File: config.mk
export PLATFORM = sky130hd
export DESIGN_NAME = gauss_uart_sched
export DESIGN_NICKNAME = d
export VERILOG_FILES = /design/src/rtl/gauss_uart_sched.sv
export SDC_FILE = /design/constraint.sdc
export NUM_CORES = 1
export LEC_CHECK = 0
export ABC_CLOCK_PERIOD_IN_PS = 3400
export CAP_MARGIN = 20
export CORE_ASPECT_RATIO = 0.5
export CORE_UTILIZATION = 45
export CTS_CLUSTER_DIAMETER = 30
export DETAILED_ROUTE_END_ITERATION = 8
export DONT_BUFFER_PORTS = 1
export PLACE_DENSITY = 0.66
export SLEW_MARGIN = 20
export SYNTH_ARGS = -nofsm -noshare
export SYNTH_HDL_FRONTEND = slang
export SYNTH_SLANG_ARGS = --single-unit
File: constraint.sdc
create_clock -name clk -period 3.4 [get_ports clk]
set_input_delay 0.34 -clock clk [delete_from_list [all_inputs] [get_ports clk]]
set_output_delay 0.34 -clock clk [all_outputs]
set_load 0.01 [all_outputs]
File: src/rtl/gauss_uart_sched.sv
// Streams a Gaussian-filtered frame from result memory to a UART transmitter
// as SYNC_BYTE, pixels in raster order, then an 8-bit modulo-256 checksum.
module gauss_uart_sched #(
    parameter int          IMG_W     = 8,
    parameter int          IMG_H     = 8,
    parameter int          ADDR_W    = 6,
    parameter logic [7:0]  SYNC_BYTE = 8'hA5
) (
    input  logic              clk,
    input  logic              rst_n,
    input  logic              start,
    input  logic              abort,
    input  logic              filt_done,
    output logic              mem_rd_en,
    output logic [ADDR_W-1:0] mem_addr,
    input  logic [7:0]        mem_rd_data,
    output logic              tx_valid,
    output logic [7:0]        tx_data,
    input  logic              tx_ready,
    output logic              busy,
    output logic              frame_done
);

    localparam int NPIX = IMG_W * IMG_H;
    localparam logic [ADDR_W-1:0] LAST_IDX = ADDR_W'(NPIX - 1);
    localparam logic [ADDR_W-1:0] ONE      = ADDR_W'(1);

    localparam logic [2:0] S_IDLE    = 3'd0;
    localparam logic [2:0] S_WAIT    = 3'd1;
    localparam logic [2:0] S_SYNC    = 3'd2;
    localparam logic [2:0] S_RD      = 3'd3;
    localparam logic [2:0] S_RD_WAIT = 3'd4;
    localparam logic [2:0] S_PIX     = 3'd5;
    localparam logic [2:0] S_CSUM    = 3'd6;
    localparam logic [2:0] S_DONE    = 3'd7;

    logic [2:0]        state_q, state_d;
    logic [ADDR_W-1:0] idx_q, idx_d;
    logic [ADDR_W-1:0] addr_q, addr_d;
    logic [7:0]        csum_q, csum_d;
    logic [7:0]        pix_q, pix_d;
    logic              xfer;

    assign tx_valid   = (state_q == S_SYNC) || (state_q == S_PIX) ||
                        (state_q == S_CSUM);
    assign xfer       = tx_valid && tx_ready;
    assign mem_rd_en  = (state_q == S_RD);
    assign mem_addr   = addr_q;
    assign busy       = (state_q != S_IDLE);
    assign frame_done = (state_q == S_DONE);

    always_comb begin
        case (state_q)
            S_SYNC:  tx_data = SYNC_BYTE;
            S_PIX:   tx_data = pix_q;
            S_CSUM:  tx_data = csum_q;
            default: tx_data = 8'h00;
        endcase
    end

    always_comb begin
        state_d = state_q;
        idx_d   = idx_q;
        addr_d  = addr_q;
        csum_d  = csum_q;
        pix_d   = pix_q;
        // Abort wins over any handshake completing on the same edge.
        if (abort && (state_q != S_IDLE)) begin
            state_d = S_IDLE;
        end else begin
            case (state_q)
                S_IDLE: begin
                    if (start) begin
                        state_d = S_WAIT;
                        idx_d   = '0;
                        csum_d  = 8'h00;
                    end
                end
                S_WAIT: begin
                    if (filt_done) state_d = S_SYNC;
                end
                S_SYNC: begin
                    if (xfer) begin
                        state_d = S_RD;
                        addr_d  = idx_q;
                    end
                end
                S_RD: begin
                    state_d = S_RD_WAIT;
                end
                S_RD_WAIT: begin
                    pix_d   = mem_rd_data;
                    state_d = S_PIX;
                end
                S_PIX: begin
                    if (xfer) begin
                        csum_d = csum_q + pix_q;
                        if (idx_q == LAST_IDX) begin
                            state_d = S_CSUM;
                        end else begin
                            idx_d   = idx_q + ONE;
                            addr_d  = idx_q + ONE;
                            state_d = S_RD;
                        end
                    end
                end
                S_CSUM: begin
                    if (xfer) state_d = S_DONE;
                end
                S_DONE: begin
                    state_d = S_IDLE;
                end
                default: begin
                    state_d = S_IDLE;
                end
            endcase
        end
    end

    always_ff @(posedge clk or negedge rst_n) begin
        if (!rst_n) begin
            state_q <= S_IDLE;
            idx_q   <= '0;
            addr_q  <= '0;
            csum_q  <= 8'h00;
            pix_q   <= 8'h00;
        end else begin
            state_q <= state_d;
            idx_q   <= idx_d;
            addr_q  <= addr_d;
            csum_q  <= csum_d;
            pix_q   <= pix_d;
        end
    end

endmodule

### Word-level counts from Yosys, hierarchy flattened

Cells that the tools add are included.
W data, S select, Z words.

* flip-flop bits (word level): 31
* input port bits: 14
* word-level logic and storage cells: 56

* add/sub/neg operators: 2
* equality and inequality tests: 17
* mux-type cells: 18
* bitwise gates (word level): 1
* reductions and logical operators: 13

Operators with widths (count)
* $mux W6: 4
* $pmux W3 S8: 1
* $pmux W6 S2: 2
* $pmux W8 S3: 1
* $mux W3: 7
* $mux W8: 2
* $pmux W8 S2: 1
* $reduce_and A5 Y1: 3
* $eq A3 B3 Y1 const B: 4
* $ne A3 B2 Y1 const B: 3
* $add A8 B8 Y8: 1
* $ne A2 B2 Y1 const B: 4
* $add A6 B1 Y6 const B: 1
* $eq A3 B2 Y1 const B: 2
* $eq A6 B6 Y1 const B: 1
* $ne A3 B3 Y1 const B: 2
* $reduce_and A4 Y1: 1
* $reduce_bool A2 Y1: 2
* $eq A3 B1 Y1 const B: 1
* $logic_not A3 Y1: 1
* $reduce_bool A3 Y1: 1
* $logic_and A1 B1 Y1: 2
* $logic_or A1 B1 Y1: 2
* $reduce_and A2 Y1: 1
* $not A1 Y1: 1

### Logic depth before layout (Yosys ltp)

Gate-level depths: netlist of run 1.

* depth after elaboration: 7
* gate-level depth with buffers: 9
* depth with buffers taken out: 7

### Worst setup path after synthesis of run 1

No wires, ideal clock.

* path type: reg-to-reg
* start point: reg state_q[0]
* end point: reg csum_q[6]
* arrival: 1.884 ns
* required time: 3.330 ns
* setup slack: 1.446 ns
* cell stages (with the launch flop): 9
* path buffers: 2
* clock period less this slack: 1.954 ns
* cells stage by stage: dfrtp_1 -> inv_1 -> ha_1 -> buf_2 -> o21ai_1 -> or3_1 -> buf_2 -> or4b_1 -> nand3_1

* longest elaborated chain between the ends: 6
* elaborated cells on any way between the ends: 15
* those cells by class: eq/ne (5); mux (1); bitwise (1); reduce/logical (8)

RTL lines
* start, declared: line 37 `logic [2:0] state_q, state_d;`
* start signal, assigned: line 128 `state_q <= state_d;`
* $eq A3 B2 Y1 / $eq A3 B3 Y1 (equally long branches): line 44, 71
* $logic_or A1 B1 Y1 (2 in a row): line 44 `assign tx_valid = (state_q == S_SYNC) || (state_q == S_PIX) ||`
* $logic_and A1 B1 Y1: line 46 `assign xfer = tx_valid && tx_ready;`
* $ne A2 B2 Y1 (no source line)
* $reduce_and A4 Y1 (no source line)
* end signal, assigned: line 131 `csum_q <= csum_d;`
* end, declared: line 40 `logic [7:0] csum_q, csum_d;`

Parallel ways exist; a longest one is shown, timed or not.
A chain may end at the register's enable or synchronous reset.

### Worst setup path in the final report of run 1

* start point: reg state_q[0]
* end point: reg idx_q[1]

* longest elaborated chain between the ends: 6
* elaborated cells on any way between the ends: 16
* those cells by class: eq/ne (6); mux (1); bitwise (1); reduce/logical (8)

RTL lines
* $eq A3 B2 Y1 / $eq A3 B3 Y1 (equally long branches): line 44, 71
* $logic_or A1 B1 Y1 (2 in a row): line 44
* $logic_and A1 B1 Y1: line 46
* $ne A2 B2 Y1 (no source line)
* $reduce_and A5 Y1 (no source line)
* end signal, assigned: line 129 `idx_q <= idx_d;`
* end, declared: line 38 `logic [ADDR_W-1:0] idx_q, idx_d;`

Parallel ways exist; a longest one is shown, timed or not.

==> impl_summary.log, run 1 <==
[metrics] TritonCTS clock tree: built
[metrics] Post-CTS Setup Repair Bufs: 0
[metrics] register-to-register setup slack: 750 ps
[metrics] starting DRC count in detailed routing: 59
[metrics] total power: 0.00147 W
[metrics] final layout net count: 250
[metrics] power density cells: 661 nW/um^2
[metrics] highest attainable clock frequency: 377 MHz
[metrics] internal power contribution: 0.000882 W
[metrics] final period demand of the worst path: 2650 ps
[metrics] placeable core area: 4120 sq um
[metrics] Critical Path Sink Type: flip-flop
[metrics] number of endpoints with negative hold slack in the final report: 0
[metrics] unrepaired setup endpoints after global routing: false
[metrics] Worst Path Max Fanout: 18
[metrics] master cell of the clock root buffer: sky130_fd_sc_hd__clkbuf_8
[metrics] Worst Hold Slack: 199 ps
[metrics] share of async-settable or async-resettable flops after synthesis: 100%
[metrics] Rows: 16
[metrics] routed vias: 1591
[metrics] initial standard-cell utilization of the core: 49.8%
[metrics] transition time at the pin with the least slew margin: 730 ps
[metrics] count of port buffers added during placement: 0
[metrics] layout cell share with drive strength beyond 1: 10.9%
[metrics] total number of clock tree sinks: 31
[metrics] data arrival time of the critical path: 2830 ps
[metrics] mean instance size in the synthesized netlist: 9.34 sq um
[metrics] die height: 49.8 um
[metrics] EDFF count, synth: 0
[metrics] power share of the sequential group: 34.8%
[metrics] Slew Limit Headroom: 51.3%
[metrics] area of the die: 4860 sq um
[metrics] fraction of power consumed by combinational cells: 43.0%
[metrics] # Max-Cap Violations: 0
[metrics] hold buffer count at CTS: 2
[metrics] HPWL after detailed placement: 3190 um
[metrics] layout-stage area growth over the synthesis result: 8.04%
[metrics] Final Non-Filler Cells: 275
[metrics] GRT Residual Overflow: 0
[metrics] RD Place Congestion: 0.807
[metrics] antenna violations before repair: 0
[metrics] Worst-Skew Late Latency: 290 ps
[metrics] number of global-route vias before repair: 1556
[metrics] Pre-Repair DR Iteration Count: 4
[metrics] final critical-path share of the clock period: 78.1%
[metrics] average wire per standard cell: 16.0 um
[metrics] category of the critical setup timing path: flip-flop to flip-flop
[metrics] primary flip-flop cell chosen by synthesis mapping: sky130_fd_sc_hd__dfrtp_1
[metrics] net switching component of the power: 0.000585 W
[metrics] post-detailed-route via-to-cell ratio: 5.79
[metrics] Setup violations, final: 0
[metrics] largest voltage drop on the vdd net: 0.264 mV
[metrics] status: complete, no violations
[metrics] floorplan die width: 97.6 um
[metrics] Worst Path Required: 3570 ps
[metrics] clock share of power: 22.1%
[metrics] antenna diode count: 0
[metrics] Total Routing Usage GR: 20.2%
[metrics] post-synthesis instance total: 220
[metrics] total negative setup slack: 0 ps
[metrics] number of clock buffers inserted by TritonCTS: 5
[metrics] Cells after DPL: 265
[metrics] antenna-violating nets left: 0
[metrics] number of top-level pins: 32
[metrics] number of nets produced by synthesis: 250
[metrics] total leakage power: 1.03 nW
[metrics] clock skew: 4.68 ps
[metrics] clock input transition at the sequential cells of the worst setup and hold paths: 70 ps
[metrics] Routed WL: 4400 um
[metrics] fraction of the yosys area taken by sequential cells: 37.8%
[metrics] CP Launch Type: flip-flop
[metrics] total DRC errors in the routed layout: 0
[metrics] worst hold-check path type: input port to flip-flop
[metrics] number of gates given a new drive strength after cts: 0
[metrics] Slew Viols, Final: 0
[metrics] flip-flop and latch count after synthesis: 31
[metrics] maximum level of the CTS H-tree: 2
[metrics] number of distinct library cells after synthesis: 53
[metrics] maximum number of pins on one net before global-route repair: 32
[metrics] Yosys warning total: 0
[metrics] first-pass GRT wire length: 7690 um
[metrics] Clock Path Buffers: 2
[metrics] Synth Cell Area: 2050 sq um
[metrics] switching power as a share of total power: 39.9%
## cell type report
cell class / instances / area, sq um
tap: 54 / 67.6
timing repair buffer: 4 / 45.0
fill: 362 / 1900
sequential: 31 / 776
multi-input combinational: 172 / 1210
clock buffer: 8 / 100
inverter: 6 / 22.5
## cell usage in the layout, fill, tap and decap left out, types with 3 or more instances in the layout
master	n
sky130_fd_sc_hd__a22o_1	4
sky130_fd_sc_hd__dfrtp_1	31
sky130_fd_sc_hd__nand3_1	9
sky130_fd_sc_hd__nand2_1	21
sky130_fd_sc_hd__xnor2_1	4
sky130_fd_sc_hd__nor3_1	3
sky130_fd_sc_hd__clkbuf_8	7
sky130_fd_sc_hd__a21oi_1	9
sky130_fd_sc_hd__ha_1	15
sky130_fd_sc_hd__a211oi_1	3
sky130_fd_sc_hd__a22oi_1	5
sky130_fd_sc_hd__o21ai_0	15
sky130_fd_sc_hd__and3_1	6
sky130_fd_sc_hd__inv_1	5
sky130_fd_sc_hd__nand2b_1	5
sky130_fd_sc_hd__and2_1	3
sky130_fd_sc_hd__nor2b_1	6
sky130_fd_sc_hd__xor2_1	4
sky130_fd_sc_hd__mux2_2	10
sky130_fd_sc_hd__a21o_1	4
sky130_fd_sc_hd__nor2_1	13
sky130_fd_sc_hd__o31ai_1	3
## final timing paths
path | start | endpoint | cells past startpoint
min | mem_rd_data[1] | pix_q[1] | 1
min in group asynchronous | rst_n | mem_addr[2] | 2
max | state_q[0] | idx_q[1] | 6
max reg2reg | state_q[0] | idx_q[1] | 6
max in group asynchronous | rst_n | state_q[0] | 2
min reg2reg | csum_q[0] | csum_q[0] | 2
## Yosys cell counts (5+ instances only)
master	n	area, sq um
sky130_fd_sc_hd__a22oi_1	5	37.5
sky130_fd_sc_hd__a21oi_1	9	45.0
sky130_fd_sc_hd__dfrtp_1	31	776
sky130_fd_sc_hd__nand3_1	9	45.0
sky130_fd_sc_hd__and3_1	6	37.5
sky130_fd_sc_hd__mux2_2	10	113
sky130_fd_sc_hd__nand2b_1	5	31.3
sky130_fd_sc_hd__o21ai_0	15	75.1
sky130_fd_sc_hd__nor2_1	13	48.8
sky130_fd_sc_hd__ha_1	15	188
sky130_fd_sc_hd__inv_1	5	18.8
sky130_fd_sc_hd__clkbuf_1	8	30.0
sky130_fd_sc_hd__nand2_1	21	78.8
sky130_fd_sc_hd__nor2b_1	6	37.5
## power by group through the flow
stage                     clock [W]  combinational [W]  sequential [W]
final                      0.000325           0.000631        0.000511
after global routing       0.000351           0.000719        0.000520
after CTS                  0.000333           0.000634        0.000510
after detailed placement          0           0.000623        0.000516
after global placement            0           0.000602        0.000513
after floorplan                   0           0.000530        0.000487
## through the flow
step	worst slack (ps)	util (%)	instance area [sq um]
6_report	745	53.8	2220
5_1_grt	474	53.8	2220
4_1_cts	746	53.8	2220
3_5_place_dp	763	50.7	2090
3_3_place_gp	874	50.7	2090
2_1_floorplan	1450	-	2050
## worst max-delay path: stages (launching register included)
cell and delay (ps):
sky130_fd_sc_hd__dfrtp_1 420, sky130_fd_sc_hd__inv_1 140, sky130_fd_sc_hd__ha_1 550, sky130_fd_sc_hd__o21ai_1 190
sky130_fd_sc_hd__or3_1 600, sky130_fd_sc_hd__o21ai_2 300, sky130_fd_sc_hd__mux2_2 360
## per-layer routing
layer	vias up	GRT usage [%]	part of all wire, %
met3	5	6.52	4.8
met2	33	30.5	44
li1	796	-	-
met5	-	0	0
met4	0	4.17	0.77
met1	757	28.4	50
## logic make-up (layout without fill, tap and decap cells)
group           after synthesis  after routing  share of synthesized area (%)
fa+ha+maj                    16             16                           10.1
mux                          12             12                           6.46
compound gates               60             60                           19.7
flops                        31             31                           37.8
xor+xnor                      8              8                           3.41
simple gates                 76             76                           19.1
buf+inv                      17             18                           3.41
## registers in the layout (all words and copies together) (netlist names)
name and flops:
csum_q 8, pix_q 8, idx_q 6, mem_addr 6, state_q 3
Note: power is estimated with default switching activity, not from simulation.
==> inputs of run 2 (changes only) <==
Settings changed: ABC_AREA set to 1, ABC_CLOCK_PERIOD_IN_PS 3400 to 2200, PLACE_DENSITY 0.66 to 0.68.
Clock period 3.4 ns to 2.2 ns, I/O delays scaled along.
==> impl_summary.log, run 2 <==
[metrics] RD Place Congestion: 0.821
[metrics] number of clock buffers inserted by TritonCTS: 5
[metrics] registers with the most flip-flops: csum_q (8), pix_q (8)
[metrics] GRT Residual Overflow: 0
[metrics] Yosys warning total: 0
[metrics] data arrival time of the critical path: 1830 ps
[metrics] clock input transition at the sequential cells of the worst setup and hold paths: 70 ps
[metrics] XOR/XNOR share of the synthesized area: 1.65%
[metrics] Critical Path Sink Type: output pin
[metrics] number of global-route vias before repair: 1672
[metrics] final critical-path setup slack: 146 ps
[metrics] area of the die: 5030 sq um
[metrics] number of endpoints with negative hold slack in the final report: 0
[metrics] largest cells by area after synthesis: sky130_fd_sc_hd__dfrtp_1, sky130_fd_sc_hd__nand2_1, sky130_fd_sc_hd__ha_1
[metrics] layout cell share with drive strength beyond 1: 14.5%
[metrics] final period demand of the worst path: 2050 ps
[metrics] unrepaired setup endpoints after global routing: false
[metrics] transition time at the pin with the least slew margin: 438 ps
[metrics] mean instance size in the synthesized netlist: 7.77 sq um
[metrics] post-synthesis instance total: 274
[metrics] die height: 50.6 um
[metrics] top post-synthesis cells by count: sky130_fd_sc_hd__nand2_1, sky130_fd_sc_hd__dfrtp_1, sky130_fd_sc_hd__inv_1, sky130_fd_sc_hd__ha_1, sky130_fd_sc_hd__nand3_1
[metrics] total leakage power: 1.25 nW
[metrics] post-detailed-route via-to-cell ratio: 5.19
[metrics] starting DRC count in detailed routing: 96
[metrics] Clock Path Buffers: 2
[metrics] number of nets produced by synthesis: 304
[metrics] # Max-Cap Violations: 0
[metrics] average wire per standard cell: 13.7 um
[metrics] Worst Path Max Fanout: 14
[metrics] count of port buffers added during placement: 0
[metrics] number of top-level pins: 32
[metrics] TritonCTS clock tree: built
[metrics] post-synthesis cell type with the largest combined area: sky130_fd_sc_hd__dfrtp_1
[metrics] Setup violations, final: 0
[metrics] HPWL after detailed placement: 3410 um
[metrics] simple-gate area share of the yosys netlist: 31.8%
[metrics] number of distinct library cells after synthesis: 29
[metrics] first-pass GRT wire length: 7980 um
[metrics] fraction of the yosys area taken by sequential cells: 36.4%
[metrics] dominant combinational cell family by area after synthesis: simple AND/OR/NAND/NOR gates
[metrics] antenna diode count: 0
[metrics] floorplan die width: 99.3 um
[metrics] post-synthesis compound-gate area fraction: 8.81%
[metrics] total negative setup slack: 0 ps
[metrics] mux cell area share after synthesis: 4.23%
[metrics] Slew Limit Headroom: 70.6%
[metrics] Synth Cell Area: 2130 sq um
[metrics] status: complete, no violations
[metrics] top cell type's share of synthesized area: 36.4%
[metrics] Worst Hold Slack: 74.8 ps
[metrics] total DRC errors in the routed layout: 0
[metrics] Rows: 17
[metrics] worst slack, placed: 202 ps
[metrics] clock skew: 6.00 ps
[metrics] antenna-violating nets left: 0
[metrics] dominant cell by count in the synthesized netlist: sky130_fd_sc_hd__nand2_1
[metrics] placeable core area: 4470 sq um
[metrics] Worst Path Required: 1980 ps
[metrics] leading cell types in the layout, fill and taps excluded: sky130_fd_sc_hd__nand2_1, sky130_fd_sc_hd__dfrtp_1, sky130_fd_sc_hd__inv_1, sky130_fd_sc_hd__nand3_1, sky130_fd_sc_hd__ha_1
[metrics] number of gates given a new drive strength after cts: 0
[metrics] maximum number of pins on one net before global-route repair: 32
[metrics] final critical-path share of the clock period: 93.3%
[metrics] master cell of the clock root buffer: sky130_fd_sc_hd__clkbuf_8
[metrics] layout-stage area growth over the synthesis result: 8.52%
[metrics] Pre-Repair DR Iteration Count: 4
[metrics] Total Routing Usage GR: 20.9%
[metrics] final layout net count: 311
[metrics] primary flip-flop cell chosen by synthesis mapping: sky130_fd_sc_hd__dfrtp_1
[metrics] total number of clock tree sinks: 31
[metrics] CP Launch Type: flip-flop
[metrics] highest attainable clock frequency: 487 MHz
[metrics] largest voltage drop on the vdd net: 0.386 mV
[metrics] commonest non-fill, non-tap cell in the layout: sky130_fd_sc_hd__nand2_1
[metrics] antenna violations before repair: 0
[metrics] maximum level of the CTS H-tree: 2
[metrics] EDFF count, synth: 0
[metrics] share of async-settable or async-resettable flops after synthesis: 100%
[metrics] adder-cell share of the synthesized area: 9.75%
[metrics] routed vias: 1758
[metrics] worst hold-check path type: input port to flip-flop
[metrics] power density cells: 1070 nW/um^2
[metrics] initial standard-cell utilization of the core: 47.7%
[metrics] Routed WL: 4640 um
[metrics] Slew Viols, Final: 0
[metrics] flip-flop and latch count after synthesis: 31
[metrics] Worst-Skew Late Latency: 290 ps
[metrics] category of the critical setup timing path: flip-flop to output pin
run 2: changes by cell type after synthesis, sizes merged, moves of 3 or more:
cell    previous run  this run
a21o               4         0
nand3              9        18
a22oi              5         1
o31ai              3         0
nor2b              6         0
clkbuf             8         0
nand2             22       109
nand2b             5         0
inv                6        33
a21oi              9         5
nand4              1         4
and3               6         0
a211oi             3         0
run 2: cell type report:
class / instances / area (sq um)
flip-flops and latches: 31 / 776
multi-input cells: 207 / 1200
repair buffers: 3 / 37.5
fillers: 423 / 2160
inverters: 33 / 129
clock buffers: 8 / 100
well taps: 57 / 71.3
run 2: repair_timing:
action,in CTS,in global routing
endpoints found under the hold margin,31,0
setup buffers,0,0
hold buffers,2,0
setup endpoints to repair,0,0
run 2: logic make-up after synthesis:
group | Yosys count
buffers and inverters | 36
adder cells (fa/ha/maj) | 16
AND/OR/NAND/NOR | 150
AO/OA/AOI/OAI | 29
XOR/XNOR | 4
multiplexers | 8
flip-flops | 31
run 2: layer usage:
layer  vias to the layer above  wire length (um)  track usage (%)
met4                         0                71             8.09
met3                         8               239             4.46
met2                        44              2160             34.6
met1                       815              2170             27.1
met5                         -                 0                0
li1                        891                 -                -
run 2: worst paths after layout:
check / cells past startpoint / end / slack (ps) / start
min reg2reg: 2 / csum_q[6] / 520 / csum_q[6]
min in group asynchronous: 2 / csum_q[7] / 370 / rst_n
max reg2reg: 9 / idx_q[1] / 210 / state_q[0]
min: 1 / pix_q[3] / 70 / mem_rd_data[3]
max in group asynchronous: 2 / idx_q[2] / 1650 / rst_n
max: 6 / tx_data[4] / 150 / state_q[1]
run 2: critical path, stage by stage (launching register included):
cell	delay [ps]
sky130_fd_sc_hd__dfrtp_1	420
sky130_fd_sc_hd__inv_1	110
sky130_fd_sc_hd__ha_1	250
sky130_fd_sc_hd__nand2_4	120
sky130_fd_sc_hd__inv_2	250
sky130_fd_sc_hd__buf_4	200
sky130_fd_sc_hd__a22o_1	190
run 2: report_power, final:
| part | leakage (nW) | total [W] | internal (W) | switching (W) |
|---|---|---|---|---|
| Combinational | 0.779 | 0.00114 | 0.000405 | 0.000738 |
| Sequential | 0.419 | 0.000818 | 0.000685 | 0.000134 |
| Clock | 0.0515 | 0.000507 | 0.000285 | 0.000222 |
| Total | 1.25 | 0.00247 | 0.00137 | 0.00109 |
run 2: per-stage QoR:
stage | util, % | total power (W) | area [sq um] | instances
after floorplan | - | 0.00177 | 2130 | 274
after global placement | 48.8 | 0.00193 | 2180 | 329
after detailed placement | 48.8 | 0.00196 | 2180 | 329
after CTS | 51.7 | 0.00249 | 2310 | 339
after global routing | 51.7 | 0.00267 | 2310 | 339
final | 51.7 | 0.00247 | 2310 | 339
